--- src/rtl/clk_div_prog_pkg.sv ---
// clk_div_prog_pkg: shared defaults and ratio helpers for the programmable
// clock divider. Optional feature macro: CLK_DIV_PROG_SYNC_EN (see top).
package clk_div_prog_pkg;

  // Default geometry of the divider bank.
  localparam int NUM_CH_DEF  = 4;
  localparam int CNT_W_DEF   = 8;
  localparam int DEF_DIV_DEF = 2;

  // Smallest ratio that still produces a real high and low phase.
  localparam int MIN_DIV = 2;

  // Ratios below MIN_DIV would give a stuck or degenerate output, so they
  // are promoted to MIN_DIV at capture time.
  function automatic logic [31:0] sanitise_div(input logic [31:0] raw);
    return (raw < 32'(MIN_DIV)) ? 32'(MIN_DIV) : raw;
  endfunction

  // High time of a period of length d; odd ratios spend the extra cycle high.
  // Evaluated on 32 bits so d = 2^CNT_W-1 cannot overflow the +1.
  function automatic logic [31:0] high_time(input logic [31:0] d);
    return (d + 32'd1) >> 1;
  endfunction

endpackage : clk_div_prog_pkg

--- src/rtl/clk_div_prog_if.sv ---
// clk_div_prog_if: control and output bundle of the divider bank.
// The master drives run enable, load strobes and ratio fields; the slave
// (the divider) returns the divided clocks, period ticks and pending flags.
// With CLK_DIV_PROG_SYNC_EN defined the bundle also carries the sync strobe.
interface clk_div_prog_if #(
  parameter int NUM_CH = clk_div_prog_pkg::NUM_CH_DEF,
  parameter int CNT_W  = clk_div_prog_pkg::CNT_W_DEF
);

  logic                    en;
  logic [NUM_CH-1:0]       load;
  logic [NUM_CH*CNT_W-1:0] div_val;
  logic [NUM_CH-1:0]       clk_out;
  logic [NUM_CH-1:0]       tick;
  logic [NUM_CH-1:0]       pend;
`ifdef CLK_DIV_PROG_SYNC_EN
  logic                    sync;

  modport master (
    output en, load, div_val, sync,
    input  clk_out, tick, pend
  );

  modport slave (
    input  en, load, div_val, sync,
    output clk_out, tick, pend
  );
`else
  modport master (
    output en, load, div_val,
    input  clk_out, tick, pend
  );

  modport slave (
    input  en, load, div_val,
    output clk_out, tick, pend
  );
`endif

endinterface : clk_div_prog_if

--- src/rtl/clk_div_chan.sv ---
// clk_div_chan: one divider channel. Holds the period counter, the active
// ratio, a pending ratio with its flag, and the registered clk/tick outputs.
// New ratios are only switched in at a period boundary (or by sync when
// CLK_DIV_PROG_SYNC_EN is defined), so the output never glitches.
module clk_div_chan #(
  parameter int CNT_W   = clk_div_prog_pkg::CNT_W_DEF,
  parameter int DEF_DIV = clk_div_prog_pkg::DEF_DIV_DEF
) (
  input  logic             clkin,
  input  logic             rst_n,
  input  logic             en_i,
  input  logic             load_i,
  input  logic [CNT_W-1:0] div_i,
`ifdef CLK_DIV_PROG_SYNC_EN
  input  logic             sync_i,
`endif
  output logic             clk_o,
  output logic             tick_o,
  output logic             pend_o
);

  import clk_div_prog_pkg::*;

  logic [CNT_W-1:0] cnt_q, cnt_d;
  logic [CNT_W-1:0] dact_q, dact_d;
  logic [CNT_W-1:0] dpend_q, dpend_d;
  logic             pend_q, pend_d;
  logic             clk_q, clk_d;
  logic             tick_q, tick_d;

  logic             sync_w;
  logic             wrap;
  logic             apply_now;
  logic [CNT_W-1:0] div_clean;
  logic [CNT_W-1:0] cnt_inc;
  logic [CNT_W-1:0] d_eff;
  logic [CNT_W-1:0] h_eff;

`ifdef CLK_DIV_PROG_SYNC_EN
  assign sync_w = sync_i;
`else
  assign sync_w = 1'b0;
`endif

  assign div_clean = CNT_W'(sanitise_div(32'(div_i)));

  // Last cycle of the current period: the next enabled edge restarts at 0.
  assign wrap      = (cnt_q == dact_q - CNT_W'(1));
  assign cnt_inc   = wrap ? '0 : cnt_q + CNT_W'(1);

  // The pending ratio takes over exactly at the restart edge, and the new
  // ratio already governs the outputs registered on that edge.
  assign apply_now = wrap & pend_q;
  assign d_eff     = apply_now ? dpend_q : dact_q;
  assign h_eff     = CNT_W'(high_time(32'(d_eff)));

  // Next-state: sync overrides counting, counting only while enabled,
  // and a load is captured last so it is never lost to an apply.
  always_comb begin
    cnt_d   = cnt_q;
    dact_d  = dact_q;
    dpend_d = dpend_q;
    pend_d  = pend_q;
    clk_d   = clk_q;
    tick_d  = 1'b0;

    if (sync_w) begin
      cnt_d = '0;
      clk_d = 1'b1;
      if (pend_q) begin
        dact_d = dpend_q;
        pend_d = 1'b0;
      end
    end else if (en_i) begin
      cnt_d  = cnt_inc;
      clk_d  = (cnt_inc < h_eff);
      tick_d = (cnt_inc == d_eff - CNT_W'(1));
      if (apply_now) begin
        dact_d = dpend_q;
        pend_d = 1'b0;
      end
    end

    if (load_i) begin
      dpend_d = div_clean;
      pend_d  = 1'b1;
    end
  end

  // Channel state register; reset parks the counter on the last count so the
  // first enabled edge starts a fresh period with clk high.
  always_ff @(posedge clkin or negedge rst_n) begin
    if (!rst_n) begin
      cnt_q   <= CNT_W'(DEF_DIV - 1);
      dact_q  <= CNT_W'(DEF_DIV);
      dpend_q <= CNT_W'(DEF_DIV);
      pend_q  <= 1'b0;
      clk_q   <= 1'b0;
      tick_q  <= 1'b0;
    end else begin
      cnt_q   <= cnt_d;
      dact_q  <= dact_d;
      dpend_q <= dpend_d;
      pend_q  <= pend_d;
      clk_q   <= clk_d;
      tick_q  <= tick_d;
    end
  end

  assign clk_o  = clk_q;
  assign tick_o = tick_q;
  assign pend_o = pend_q;

endmodule : clk_div_chan

--- src/rtl/clk_div_prog.sv ---
// clk_div_prog: bank of NUM_CH independent programmable clock dividers, all
// running on clkin. Each channel gives a registered divided clock, a
// clock-enable tick in the last clkin cycle of every period and a flag while
// a newly loaded ratio waits for the next period boundary.
// Optional feature macro: CLK_DIV_PROG_SYNC_EN adds a sync strobe that
// restarts every channel on the same edge and applies pending ratios.
module clk_div_prog #(
  parameter int NUM_CH  = clk_div_prog_pkg::NUM_CH_DEF,
  parameter int CNT_W   = clk_div_prog_pkg::CNT_W_DEF,
  parameter int DEF_DIV = clk_div_prog_pkg::DEF_DIV_DEF
) (
  input  logic          clkin,
  input  logic          rst_n,
  clk_div_prog_if.slave bus
);

  import clk_div_prog_pkg::*;

  logic [NUM_CH-1:0] clk_vec;
  logic [NUM_CH-1:0] tick_vec;
  logic [NUM_CH-1:0] pend_vec;

  // One channel per divided clock, each fed its own ratio field.
  generate
    for (genvar gi = 0; gi < NUM_CH; gi++) begin : g_chan
      clk_div_chan #(
        .CNT_W   (CNT_W),
        .DEF_DIV (DEF_DIV)
      ) u_chan (
        .clkin  (clkin),
        .rst_n  (rst_n),
        .en_i   (bus.en),
        .load_i (bus.load[gi]),
        .div_i  (bus.div_val[gi*CNT_W +: CNT_W]),
`ifdef CLK_DIV_PROG_SYNC_EN
        .sync_i (bus.sync),
`endif
        .clk_o  (clk_vec[gi]),
        .tick_o (tick_vec[gi]),
        .pend_o (pend_vec[gi])
      );
    end
  endgenerate

  assign bus.clk_out = clk_vec;
  assign bus.tick    = tick_vec;
  assign bus.pend    = pend_vec;

endmodule : clk_div_prog

--- src/flat_wrapper.sv ---
// flat-port wrapper written by rule: the top's interface ports become plain ports
module clk_div_prog_flat import clk_div_prog_pkg::*;
#(
  parameter int NUM_CH  = clk_div_prog_pkg::NUM_CH_DEF,
  parameter int CNT_W   = clk_div_prog_pkg::CNT_W_DEF,
  parameter int DEF_DIV = clk_div_prog_pkg::DEF_DIV_DEF
)
  (clkin, rst_n, bus_en, bus_load, bus_div_val, bus_clk_out, bus_tick, bus_pend);
  clk_div_prog_if #(.NUM_CH(NUM_CH), .CNT_W(CNT_W)) bus_i ();
  input  logic clkin;
  input  logic rst_n;
  input wire logic [$bits(bus_i.en)-1:0] bus_en;
  input wire logic [$bits(bus_i.load)-1:0] bus_load;
  input wire logic [$bits(bus_i.div_val)-1:0] bus_div_val;
  output wire logic [$bits(bus_i.clk_out)-1:0] bus_clk_out;
  output wire logic [$bits(bus_i.tick)-1:0] bus_tick;
  output wire logic [$bits(bus_i.pend)-1:0] bus_pend;
  assign bus_i.en = bus_en;
  assign bus_i.load = bus_load;
  assign bus_i.div_val = bus_div_val;
  assign bus_clk_out = bus_i.clk_out;
  assign bus_tick = bus_i.tick;
  assign bus_pend = bus_i.pend;
  clk_div_prog #(.NUM_CH(NUM_CH), .CNT_W(CNT_W), .DEF_DIV(DEF_DIV)) u_core (.clkin(clkin), .rst_n(rst_n), .bus(bus_i));
endmodule
--- config.mk ---
export PLATFORM = sky130hd
export DESIGN_NAME = clk_div_prog_flat
export DESIGN_NICKNAME = d
export VERILOG_FILES = /design/src/rtl/clk_div_prog_pkg.sv /design/src/rtl/clk_div_prog_if.sv /design/src/rtl/clk_div_chan.sv /design/src/rtl/clk_div_prog.sv /design/src/flat_wrapper.sv
export SDC_FILE = /design/constraint.sdc
export NUM_CORES = 1
export LEC_CHECK = 0
export CAP_MARGIN = 20
export CELL_PAD_IN_SITES_DETAIL_PLACEMENT = 0
export CELL_PAD_IN_SITES_GLOBAL_PLACEMENT = 1
export CORE_MARGIN = 4
export CORE_UTILIZATION = 25
export DETAILED_ROUTE_END_ITERATION = 8
export PLACE_DENSITY = 0.59
export SYNTH_ARGS = -nofsm -noshare
export SYNTH_HDL_FRONTEND = slang
export SYNTH_SLANG_ARGS = --single-unit
--- constraint.sdc ---
create_clock -name clkin -period 5.24 [get_ports clkin]
set_input_delay 1.048 -clock clkin [delete_from_list [all_inputs] [get_ports clkin]]
set_output_delay 1.048 -clock clkin [all_outputs]
set_load 0.01 [all_outputs]
==> flow_metrics.env <==
export IMPL_cts_buffers=9
export IMPL_ys_flop_type="dfrtp_1"
export IMPL_vias=7796
export IMPL_syn_area_um2=9300
export IMPL_worstPathMaxFanout=17
export IMPL_crit_path_start_kind="flip-flop"
export IMPL_fmax_mhz=208
export IMPL_synth_nets=1151
export IMPL_final_cell_mix="dfrtp_1 (96), nor2_1 (82), nand2_1 (64)"
export IMPL_required_ns=5.55
export IMPL_dr_pass1_iters=5
export IMPL_rows=70
export IMPL_grt_max_degree=44
export IMPL_ys_ff_latch=108
export IMPL_multi_input_area_um2=6040
export IMPL_switching_share=0.470
export IMPL_rsz0062_at_grt="false"
export IMPL_p_clk_frac=0.128
export IMPL_cts_tree="built"
export IMPL_wl_per_cell_um=17.1
export IMPL_cap_violations=0
export IMPL_relSlewSlack=0.552
export IMPL_peakVddDrop_v=0.000143
export IMPL_die_h_um=201
export IMPL_post_route_cell_area_um2=10500
export IMPL_antenna_found_initial=0
export IMPL_drive_above_1_share=0.146
export IMPL_synth_simple_gate_area_frac=0.217
export IMPL_fin_util=0.286
export IMPL_pwr_share_comb=0.591
export IMPL_clock_path_buffers=2
export IMPL_core_um2=36600
export IMPL_synthXorXnorAreaFrac=0.0911
export IMPL_cp_slowest_cell="or3b_2"
export IMPL_drt_wl_total_um=26400
export IMPL_path_cells="inv_1 -> ha_1 -> or3b_2 -> or3_1 -> a21oi_1 -> o22a_4 -> nand2_2 -> mux2i_2 -> inv_1 -> ha_1 -> nor3b_2 -> o21ai_1 -> xnor2_1 -> ha_1 -> a21o_1 -> a21o_1 -> a211oi_1 -> a21oi_1 -> a21oi_1 -> o21a_1"
export IMPL_p_seq_frac=0.280
export IMPL_path_clk_slew_ns=0.07
export IMPL_drtAntennaViolNets=0
export IMPL_vias_per_cell=5.03
export IMPL_synth_top_family_by_area="simple AND/OR/NAND/NOR gates"
export IMPL_fin_worst_skew_ns=0.00443
export IMPL_synth_compound_area_frac=0.179
export IMPL_synth_fa_ha_area_frac=0.0592
export IMPL_instances_no_fill=1550
export IMPL_portBuffers=50
export IMPL_drc=0
export IMPL_die_area_um2=40300
export IMPL_clock_latency_ns=0.36
export IMPL_cp_top_family="compound AO/OA/AOI/OAI gates"
export IMPL_min_period_ns=4.80
export IMPL_ys_types=94
export IMPL_p_sw_w=0.00253
export IMPL_cp_slowest_stage_delay_ns=0.48
export IMPL_fill_cells=3913
export IMPL_syn_inst=1068
export IMPL_place_congestion=0.850
export IMPL_status="complete, no violations"
export IMPL_crit_buf_inv=2
export IMPL_grt_usage=0.131
export IMPL_crit_arrival_ns=5.11
export IMPL_grt_pass1_wl_um=43600
export IMPL_start_util=0.254
export IMPL_post_place_cells=1533
export IMPL_drtIter0Drc=575
export IMPL_period_share=0.916
export IMPL_regArea_um2=2720
export IMPL_powerDensity_nw_per_um2=513
export IMPL_synth_edf_count=0
export IMPL_cts_sinks=108
export IMPL_synth_async_reset_ratio=1.00
export IMPL_postCtsSetupRepairBufs=0
export IMPL_syn2layout_area_growth_pct=12.6
export IMPL_endpoint_kind="flip-flop"
export IMPL_power_leakage_nw=4.31
export IMPL_num_antenna_cells=0
export IMPL_grt_pass1_vias=7809
export IMPL_final_common_cell="dfrtp_1"
export IMPL_io_pins=51
export IMPL_ys_warn_count=0
export IMPL_internal_power_w=0.00285
export IMPL_fin_setup_tns_ns=0
export IMPL_hpwl_um=19900
export IMPL_worstSetupPathType="reg -> reg"
export IMPL_hold_viol_final=0
export IMPL_synthMuxAreaShare=0.103
export IMPL_overflow=0
export IMPL_finalSetupViolations=0
export IMPL_avgSynthCellArea_um2=8.70
export IMPL_holdWs_ns=0.529
export IMPL_drv_slew=0
export IMPL_die_x_um=201
export IMPL_tightest_slew_ns=0.663
export IMPL_cts_htree_levels=3
export IMPL_cts_root_buf="clkbuf_16"
export IMPL_ys_seq_area_frac=0.292
export IMPL_dpl_cell_area_um2=10200
export IMPL_nNetsFinal=1160
export IMPL_hp_class="reg -> reg"
==> cell type report <==
| cell class | instances | share of cell area |
|---|---|---|
| sequential | 108 | 0.260 |
| tap | 468 | 0.0559 |
| timing repair buffer | 71 | 0.0624 |
| inverter | 48 | 0.0174 |
| clock inverter | 4 | 0.00311 |
| multi-input combinational | 839 | 0.577 |
| clock buffer | 12 | 0.0245 |
==> state kept, by name, summed over array words and instances, names as in the netlist <==
| register | count |
|---|---|
| u_core.g_chan.u_chan.cnt_q | 32 |
| u_core.g_chan.u_chan.tick_o | 4 |
| u_core.g_chan.u_chan.dact_q | 32 |
| u_core.g_chan.u_chan.pend_o | 4 |
| u_core.g_chan.u_chan.clk_o | 4 |
| u_core.g_chan.u_chan.dpend_q | 32 |
==> metal layers <==
metal	vias to the layer above	GRT usage	routed length, µm
met1	3771	0.185	12900
met4	0	0.0352	395
met2	138	0.212	12200
met3	27	0.0162	898
met5	-	0	0
li1	3860	-	-
==> repair_timing <==
| action | in CTS | in global routing |
|---|---|---|
| gates resized for setup | 0 | 1 |
| setup endpoints to repair | 0 | 1 |
| hold buffers | 0 | 0 |
==> power by group through the flow <==
stage	logic, W	registers [W]	clock network (W)
2_1_floorplan	0.00259	0.00124	0
3_3_place_gp	0.00315	0.00152	0
3_5_place_dp	0.00314	0.00152	0
4_1_cts	0.00317	0.00151	0.000728
5_1_grt	0.00356	0.00156	0.000755
6_report	0.00318	0.00151	0.000690
==> stage by stage <==
stage	power, W	worst slack (ns)
after floorplan	0.00383	0.971
after global placement	0.00466	0.482
after detailed placement	0.00467	0.428
after CTS	0.00540	0.384
after global routing	0.00587	0.0519
final	0.00537	0.441
==> worst register-to-register path, delay by kind of cell, from the launching register on <==
family | cells | cell delay, ns
AOI/OAI and AO/OA | 9 | 1.56
DFF | 1 | 0.45
xor gates and xnor gates | 1 | 0.14
and+or+nand+nor | 4 | 1.21
buffers and inverters | 2 | 0.24
muxes | 1 | 0.41
adders and majority gates | 3 | 0.72
==> final timing paths <==
check                                             startpoint                                 end  slack (ns)  cells after the start
setup / recovery           u_core.g_chan[1].u_chan.dact_q[0]       u_core.g_chan[1].u_chan.clk_o        0.44                     20
hold / removal                 u_core.g_chan[2].u_chan.clk_o       u_core.g_chan[2].u_chan.clk_o        0.53                      2
setup reg to reg           u_core.g_chan[1].u_chan.dact_q[0]       u_core.g_chan[1].u_chan.clk_o        0.44                     20
hold reg to reg                u_core.g_chan[2].u_chan.clk_o       u_core.g_chan[2].u_chan.clk_o        0.53                      2
max in group asynchronous                              rst_n  u_core.g_chan[2].u_chan.dpend_q[6]        3.73                      2
min in group asynchronous                              rst_n   u_core.g_chan[0].u_chan.dact_q[2]        0.59                      1
==> kinds of logic after synthesis <==
logic type | Yosys count
xor+xnor | 93
compound gates | 244
fa+ha+maj | 44
buf+inv | 121
flops | 108
simple gates | 370
mux | 88
==> synth_stat cells (4+ instances only) <==
cell type | number | share of area
nor2_1 | 82 | 0.033
or3_1 | 18 | 0.012
mux2_2 | 58 | 0.070
nor3_1 | 28 | 0.015
o21ai_0 | 60 | 0.032
nand2_1 | 64 | 0.026
o211ai_1 | 11 | 0.0089
o22a_1 | 5 | 0.0047
a21oi_1 | 52 | 0.028
o211a_1 | 4 | 0.0043
and2_1 | 22 | 0.015
mux2i_1 | 29 | 0.031
buf_4 | 15 | 0.012
and3_1 | 22 | 0.015
nor3_2 | 4 | 0.0043
o31ai_1 | 5 | 0.0040
a31o_2 | 5 | 0.0047
dfrtp_1 | 96 | 0.26
ha_1 | 44 | 0.059
dfstp_2 | 12 | 0.034
clkbuf_1 | 44 | 0.018
o41ai_1 | 4 | 0.0038
xnor2_1 | 55 | 0.052
o221ai_1 | 4 | 0.0038
o22ai_1 | 12 | 0.0081
inv_1 | 47 | 0.019
buf_2 | 10 | 0.0054
nand3_1 | 44 | 0.024
or4_1 | 10 | 0.0081
a21o_1 | 10 | 0.0081
a211oi_1 | 6 | 0.0048
nor3b_1 | 9 | 0.0073
o21a_1 | 6 | 0.0048
or2_2 | 6 | 0.0040
nand4_1 | 8 | 0.0054
nor2b_1 | 12 | 0.0081
a31oi_1 | 11 | 0.0074
and2_0 | 4 | 0.0027
xor2_1 | 36 | 0.034
o2111a_1 | 4 | 0.0048
Note: power is estimated with default switching activity, not from simulation.
